[config.mk]
export PLATFORM = sky130hd
export DESIGN_NAME = multicycle_control_flat
export DESIGN_NICKNAME = d
export VERILOG_FILES = /design/src/rtl/multicycle_control_if.sv /design/src/rtl/multicycle_control.sv /design/src/flat_wrapper.sv
export SDC_FILE = /design/constraint.sdc
export NUM_CORES = 1
export LEC_CHECK = 0
export CAP_MARGIN = 20
export CORE_UTILIZATION = 50
export CTS_BUF_LIST = sky130_fd_sc_hd__clkbuf_4 sky130_fd_sc_hd__clkbuf_8 sky130_fd_sc_hd__clkbuf_16
export DETAILED_ROUTE_END_ITERATION = 7
export PLACE_DENSITY = 0.9
export RECOVER_POWER = 100
export SLEW_MARGIN = 20
export SYNTH_ARGS = -nofsm -noshare
export SYNTH_HDL_FRONTEND = slang
export SYNTH_SLANG_ARGS = --single-unit
[constraint.sdc]
create_clock -name clk -period 3.25 [get_ports clk]
set_input_delay 0.65 -clock clk [delete_from_list [all_inputs] [get_ports clk]]
set_output_delay 0.65 -clock clk [all_outputs]
set_load 0.005 [all_outputs]
[src/rtl/multicycle_control_if.sv]
// Control-unit bundle between the multi-cycle controller (master) and the RV32 datapath/memory (slave).
interface multicycle_control_if #(
   parameter int ALUOP_W = 2,
   parameter int CNT_W   = 32
);
   logic [6:0]         opcode;
   logic               mem_ready;
   logic               pc_write;
   logic               ir_write;
   logic               i_or_d;
   logic               branch;
   logic               mem_read;
   logic               mem_to_reg;
   logic               mem_write;
   logic               alu_src;
   logic               reg_write;
   logic [ALUOP_W-1:0] alu_op;
   logic               illegal;
   logic               mem_timeout;
   logic [CNT_W-1:0]   retired;
   logic [2:0]         state_o;

   modport master (
      input  opcode, mem_ready,
      output pc_write, ir_write, i_or_d, branch, mem_read, mem_to_reg, mem_write,
             alu_src, reg_write, alu_op, illegal, mem_timeout, retired, state_o
   );

   modport slave (
      output opcode, mem_ready,
      input  pc_write, ir_write, i_or_d, branch, mem_read, mem_to_reg, mem_write,
             alu_src, reg_write, alu_op, illegal, mem_timeout, retired, state_o
   );
endinterface

[src/rtl/multicycle_control.sv]
// RV32 multi-cycle control FSM: 3-5 cycles per instruction plus one per mem_ready-low cycle in FETCH/MEM.
// Optional ILLEGAL_TRAP_EN routes unknown opcodes through a one-cycle TRAP state.
module multicycle_control #(
   parameter int ALUOP_W  = 2,
   parameter int CNT_W    = 32,
   parameter int MAX_WAIT = 15
) (
   input logic                 clk,
   input logic                 rst,
   multicycle_control_if.master bus
);
   localparam int WAIT_W = $clog2(MAX_WAIT + 1);
   localparam logic [WAIT_W-1:0] WAIT_MAX = WAIT_W'(MAX_WAIT);

   localparam logic [6:0] OP_R      = 7'b0110011;
   localparam logic [6:0] OP_LOAD   = 7'b0000011;
   localparam logic [6:0] OP_STORE  = 7'b0100011;
   localparam logic [6:0] OP_BRANCH = 7'b1100011;

   typedef enum logic [2:0] {
      IDLE   = 3'd0,
      FETCH  = 3'd1,
      DECODE = 3'd2,
      EXEC   = 3'd3,
      MEM    = 3'd4,
      WB     = 3'd5,
      TRAP   = 3'd6
   } state_t;

   state_t            state_q, state_d;
   logic [6:0]        op_q, op_d;
   logic [WAIT_W-1:0] wait_q, wait_d;
   logic [CNT_W-1:0]  retired_q, retired_d;
   logic              mem_timeout_q, mem_timeout_d;

   logic       pc_write_c, ir_write_c, i_or_d_c, branch_c, mem_read_c, mem_to_reg_c;
   logic       mem_write_c, alu_src_c, reg_write_c, illegal_c, retire_c, in_wait_c;
   logic [1:0] alu_op_c;
   logic       is_r, is_load, is_store, is_branch;

   assign is_r      = (op_q == OP_R);
   assign is_load   = (op_q == OP_LOAD);
   assign is_store  = (op_q == OP_STORE);
   assign is_branch = (op_q == OP_BRANCH);

   always_comb begin
      state_d      = state_q;
      op_d         = op_q;
      pc_write_c   = 1'b0;
      ir_write_c   = 1'b0;
      i_or_d_c     = 1'b0;
      branch_c     = 1'b0;
      mem_read_c   = 1'b0;
      mem_to_reg_c = 1'b0;
      mem_write_c  = 1'b0;
      alu_src_c    = 1'b0;
      reg_write_c  = 1'b0;
      illegal_c    = 1'b0;
      alu_op_c     = 2'b00;
      retire_c     = 1'b0;

      case (state_q)
         IDLE: state_d = FETCH;
         FETCH: begin
            mem_read_c = 1'b1;
            pc_write_c = bus.mem_ready;
            ir_write_c = bus.mem_ready;
            if (bus.mem_ready) state_d = DECODE;
         end
         DECODE: begin
            op_d = bus.opcode;
            if (bus.opcode inside {OP_R, OP_LOAD, OP_STORE, OP_BRANCH}) begin
               state_d = EXEC;
            end else begin
`ifdef ILLEGAL_TRAP_EN
               state_d = TRAP;
`else
               state_d = FETCH;
`endif
            end
         end
         EXEC: begin
            if (is_r) begin
               alu_op_c = 2'b10;
               state_d  = WB;
            end else if (is_load || is_store) begin
               alu_src_c = 1'b1;
               state_d   = MEM;
            end else if (is_branch) begin
               alu_op_c = 2'b01;
               branch_c = 1'b1;
               state_d  = FETCH;
               retire_c = 1'b1;
            end else begin
               state_d = FETCH;
            end
         end
         MEM: begin
            i_or_d_c    = 1'b1;
            alu_src_c   = 1'b1;
            mem_read_c  = is_load;
            mem_write_c = is_store;
            if (bus.mem_ready) begin
               if (is_load) begin
                  state_d = WB;
               end else begin
                  state_d  = FETCH;
                  retire_c = 1'b1;
               end
            end
         end
         WB: begin
            reg_write_c  = 1'b1;
            mem_to_reg_c = is_load;
            state_d      = FETCH;
            retire_c     = 1'b1;
         end
         TRAP: begin
`ifdef ILLEGAL_TRAP_EN
            illegal_c = 1'b1;
`endif
            state_d = FETCH;
         end
         default: state_d = IDLE;
      endcase

      // Counter only runs while stalled on memory; any advance clears it.
      in_wait_c = ((state_q == FETCH) || (state_q == MEM)) && !bus.mem_ready;
      if (!in_wait_c)              wait_d = '0;
      else if (wait_q == WAIT_MAX) wait_d = wait_q;
      else                         wait_d = wait_q + WAIT_W'(1);

      mem_timeout_d = mem_timeout_q | (in_wait_c && (wait_d == WAIT_MAX));
      retired_d     = retire_c ? retired_q + CNT_W'(1) : retired_q;
   end

   always_ff @(posedge clk or posedge rst) begin
      if (rst) begin
         state_q       <= IDLE;
         op_q          <= '0;
         wait_q        <= '0;
         retired_q     <= '0;
         mem_timeout_q <= 1'b0;
      end else begin
         state_q       <= state_d;
         op_q          <= op_d;
         wait_q        <= wait_d;
         retired_q     <= retired_d;
         mem_timeout_q <= mem_timeout_d;
      end
   end

   assign bus.pc_write    = pc_write_c;
   assign bus.ir_write    = ir_write_c;
   assign bus.i_or_d      = i_or_d_c;
   assign bus.branch      = branch_c;
   assign bus.mem_read    = mem_read_c;
   assign bus.mem_to_reg  = mem_to_reg_c;
   assign bus.mem_write   = mem_write_c;
   assign bus.alu_src     = alu_src_c;
   assign bus.reg_write   = reg_write_c;
   assign bus.alu_op      = ALUOP_W'(alu_op_c);
   assign bus.illegal     = illegal_c;
   assign bus.mem_timeout = mem_timeout_q;
   assign bus.retired     = retired_q;
   assign bus.state_o     = state_q;
endmodule

[src/flat_wrapper.sv]
// flat-port wrapper written by rule: the top's interface ports become plain ports
module multicycle_control_flat 
#(
   parameter int ALUOP_W  = 2,
   parameter int CNT_W    = 32,
   parameter int MAX_WAIT = 15
)
  (clk, rst, bus_opcode, bus_mem_ready, bus_pc_write, bus_ir_write, bus_i_or_d, bus_branch, bus_mem_read, bus_mem_to_reg, bus_mem_write, bus_alu_src, bus_reg_write, bus_alu_op, bus_illegal, bus_mem_timeout, bus_retired, bus_state_o);
  multicycle_control_if #(.ALUOP_W(ALUOP_W), .CNT_W(CNT_W)) bus_i ();
  input logic clk;
  input logic rst;
  input wire logic [$bits(bus_i.opcode)-1:0] bus_opcode;
  input wire logic [$bits(bus_i.mem_ready)-1:0] bus_mem_ready;
  output wire logic [$bits(bus_i.pc_write)-1:0] bus_pc_write;
  output wire logic [$bits(bus_i.ir_write)-1:0] bus_ir_write;
  output wire logic [$bits(bus_i.i_or_d)-1:0] bus_i_or_d;
  output wire logic [$bits(bus_i.branch)-1:0] bus_branch;
  output wire logic [$bits(bus_i.mem_read)-1:0] bus_mem_read;
  output wire logic [$bits(bus_i.mem_to_reg)-1:0] bus_mem_to_reg;
  output wire logic [$bits(bus_i.mem_write)-1:0] bus_mem_write;
  output wire logic [$bits(bus_i.alu_src)-1:0] bus_alu_src;
  output wire logic [$bits(bus_i.reg_write)-1:0] bus_reg_write;
  output wire logic [$bits(bus_i.alu_op)-1:0] bus_alu_op;
  output wire logic [$bits(bus_i.illegal)-1:0] bus_illegal;
  output wire logic [$bits(bus_i.mem_timeout)-1:0] bus_mem_timeout;
  output wire logic [$bits(bus_i.retired)-1:0] bus_retired;
  output wire logic [$bits(bus_i.state_o)-1:0] bus_state_o;
  assign bus_i.opcode = bus_opcode;
  assign bus_i.mem_ready = bus_mem_ready;
  assign bus_pc_write = bus_i.pc_write;
  assign bus_ir_write = bus_i.ir_write;
  assign bus_i_or_d = bus_i.i_or_d;
  assign bus_branch = bus_i.branch;
  assign bus_mem_read = bus_i.mem_read;
  assign bus_mem_to_reg = bus_i.mem_to_reg;
  assign bus_mem_write = bus_i.mem_write;
  assign bus_alu_src = bus_i.alu_src;
  assign bus_reg_write = bus_i.reg_write;
  assign bus_alu_op = bus_i.alu_op;
  assign bus_illegal = bus_i.illegal;
  assign bus_mem_timeout = bus_i.mem_timeout;
  assign bus_retired = bus_i.retired;
  assign bus_state_o = bus_i.state_o;
  multicycle_control #(.ALUOP_W(ALUOP_W), .CNT_W(CNT_W), .MAX_WAIT(MAX_WAIT)) u_core (.clk(clk), .rst(rst), .bus(bus_i));
endmodule
==> results.sh <==
export IMPL_status="finished with violations"
export IMPL_failed_checks="capacitance limit, slew limit"
export IMPL_whs_endpoint="u_core.bus.mem_timeout$_DFF_PP0_"
export IMPL_clock_latency_ns=0.30
export IMPL_dr_first_iter_drc_count=62
export IMPL_holdPathStages=1
export IMPL_initial_utilization=0.5237
export IMPL_maxCapViolCount=1
export IMPL_powerDensity_mw_per_mm2=452.4
export IMPL_cts_clk_slew_worst_paths_ns=0.09
export IMPL_wl_per_cell_um=14.25
export IMPL_yosys_register_bits=47
export IMPL_preCtsSetupSlack_ns=0.5309
export IMPL_synth_edf_count=0
export IMPL_grt_antenna_before_repair=0
export IMPL_fp_coreArea_sq_mm=0.004384
export IMPL_postCtsSetupBuffers=0
export IMPL_synth_cells=208
export IMPL_yosys_area_top_type="dfrtp_1"
export IMPL_vias=1735
export IMPL_hold_class="flop to flop"
export IMPL_critPathKind="flop to output port"
export IMPL_synth_top_area_frac=0.5123
export IMPL_finalSetupViolations=0
export IMPL_peakVddDrop_mv=0.2955
export IMPL_synth_seq_area_share=0.5123
export IMPL_synthArstFlopShare=1.000
export IMPL_wl_um=4531
export IMPL_slowest_stage="clkdlybuf4s50_1"
export IMPL_crit_path_max_incr_delay_ns=0.51
export IMPL_crit_path_frequent_cell="or3_1"
export IMPL_cp_required_ns=2.60
export IMPL_die_height_um=69.77
export IMPL_pin_count=58
export IMPL_dieArea_sq_mm=0.004867
export IMPL_clockBufferDepth=2
export IMPL_final_nets=277
export IMPL_layout_min_cycle_time_ns=3.036
export IMPL_cts_tree="built"
export IMPL_reg2reg_slack_ns=0.49
export IMPL_synth_area_sq_mm=0.002296
export IMPL_path_delay_family="simple AND/OR/NAND/NOR gates"
export IMPL_numCtsBuffers=5
export IMPL_rr_endpoint="u_core.bus.retired[23]$_DFFE_PP0P_"
export IMPL_firstDrtPassIters=4
export IMPL_skew_ns=0.009258
export IMPL_io_buffers=56
export IMPL_grt_max_degree=48
export IMPL_grt_pass1_vias=1652
export IMPL_syn_avg_cell_area_sq_um=11.04
export IMPL_place_hpwl_um=3244
export IMPL_drive_above_1_share=0.07519
export IMPL_period_share=0.9343
export IMPL_viasPerCell=5.456
export IMPL_area_growth_pct=29.16
export IMPL_ctsHoldBuffers=0
export IMPL_grt_overflow=0
export IMPL_setup_slack_ns=0.2137
export IMPL_fmax_mhz=329.3
export IMPL_finalMaxSlewViolations=48
export IMPL_finalHoldViolations=0
export IMPL_root_buffer="clkbuf_8"
export IMPL_final_util=0.6764
export IMPL_cts_resized=0
export IMPL_tns_ns=0
export IMPL_regToRegStartpoint="u_core.bus.state_o[2]$_DFFE_PP0P_"
export IMPL_cts_sinks=47
export IMPL_yosys_warnings=0
export IMPL_rsz0062_at_grt="no"
export IMPL_power_leakage_nw=1.425
export IMPL_final_cells=318
export IMPL_start_kind="flop"
export IMPL_n_antenna_cell=0
export IMPL_grt_pass1_wl_um=7762
export IMPL_syn_num_nets=220
export IMPL_ant_nets=0
export IMPL_cts_htree_levels=2
export IMPL_synthFlopType="dfrtp_1"
export IMPL_synth_area_leaders="dfrtp_1, xnor2_1, mux2_2"
export IMPL_end_kind="output port"
export IMPL_die_w_um=69.77
export IMPL_worst_path_buf_inv=1
export IMPL_min_delay_start="u_core.bus.mem_timeout$_DFF_PP0_"
export IMPL_worst_path_max_fanout=7
export IMPL_path_cells="nand4bb_4 > or3_1 > or3_1 > a21oi_1 > clkdlybuf4s50_1"
export IMPL_std_cell_rows=24
export IMPL_worst_r2r_cell_count=7
export IMPL_worst_slew_pin_slew_ns=1.706
export IMPL_synthDistinctLibCells=41
export IMPL_gp_congestion=0.8274
export IMPL_worst_ep_arrival_time_ns=2.39
export IMPL_dp_cells=310
export IMPL_drc=0
export IMPL_relSlewSlack=-0.1386
export IMPL_grtUsageTotal=0.2019
## cells in the final DEF (no fill, tap or decap), types with 2 or more instances in the layout
cell type / n
nand2b_1: 2
nor3_1: 5
nor2b_1: 2
dlygate4sd3_1: 48
clkbuf_8: 5
or3_1: 3
nor3b_2: 2
and3_1: 9
nor3b_1: 3
nor2_1: 12
nand3b_1: 2
ha_1: 2
clkdlybuf4s50_1: 8
dfrtp_1: 47
a21oi_1: 4
and4_1: 4
nand4_1: 6
inv_1: 3
o21ai_0: 4
nand2_1: 19
xor2_1: 5
xnor2_1: 27
nand3_1: 15
mux2_2: 8
and2_1: 2
## stage by stage
| stage | hold slack, ns | area (sq um) | power, mW |
|---|---|---|---|
| global route | 0.4997 | 2965 | 1.406 |
| detailed placement | 0.4594 | 2882 | 0.9451 |
| floorplan | 0.4602 | 2296 | 0.8592 |
| finish | 0.4677 | 2965 | 1.342 |
| CTS | 0.4766 | 2994 | 1.373 |
| global placement | 0.4513 | 2882 | 0.9309 |
## cells in the mapped netlist (2+ instances only)
master    count
dfrtp_1      47
xnor2_1      27
nand2_1      19
nand3_1      15
nor2_1       12
and3_1        9
mux2_2        8
nand4_1       6
nor3_1        5
xor2_1        5
a21oi_1       4
and4_1        4
o21ai_0       4
and2_1        3
buf_4         3
inv_1         3
nor3b_1       3
or3_1         3
buf_2         2
ha_1          2
nand2b_1      2
nand3b_1      2
nor2b_1       2
## flip-flops by register name (all words and copies together) (netlist names)
name and cells:
u_core.bus.mem_timeout 1, u_core.op_q 7, u_core.bus.state_o 3, u_core.wait_q 4, u_core.bus.retired 32
## layer usage
metal,track usage,up-vias,part of all wire
met5,0,-,0
met1,0.2650,840,0.43
met2,0.3248,52,0.50
met4,0.07333,0,0.014
li1,-,836,-
met3,0.05087,7,0.052
## cells by family (layout without fill, tap and decap cells)
logic type	after synthesis	after routing	share of synthesized area
fa+ha+maj	3	3	0.01526
compound gates	13	13	0.03543
simple gates	93	93	0.2441
xor+xnor	32	32	0.1221
buf+inv	10	68	0.02561
flops	47	47	0.5123
other cells	1	1	0.001633
mux	9	9	0.04360
## how the worst max path moves through the flow
stage,slack [ns],cells after the start,start,to
global placement,0.56,5,u_core.op_q[3]$_DFFE_PP0N_,bus_mem_read
CTS,0.18,5,u_core.op_q[3]$_DFFE_PP0N_,bus_mem_read
global route,0.07,5,u_core.op_q[3]$_DFFE_PP0N_,bus_mem_read
floorplan,1.03,5,u_core.op_q[3]$_DFFE_PP0N_,bus_mem_read
detailed placement,0.53,5,u_core.op_q[3]$_DFFE_PP0N_,bus_mem_read
finish,0.21,5,u_core.op_q[3]$_DFFE_PP0N_,bus_mem_read
## cell type report
type,count,area (sq um)
flip-flops and latches,47,1176
fillers,354,1419
clock inverters,3,43.79
repair buffers,57,564.3
multi-input cells,151,1036
well taps,52,65.06
inverters,3,11.26
clock buffers,5,68.82
## report_power, final
| part | internal, mW | switching (mW) | total [mW] |
|---|---|---|---|
| Combinational | 0.119 | 0.0781 | 0.197 |
| Sequential | 0.644 | 0.0746 | 0.718 |
| Clock | 0.229 | 0.197 | 0.426 |
| Total | 0.992 | 0.349 | 1.34 |
(Power assumes the default switching activity.)
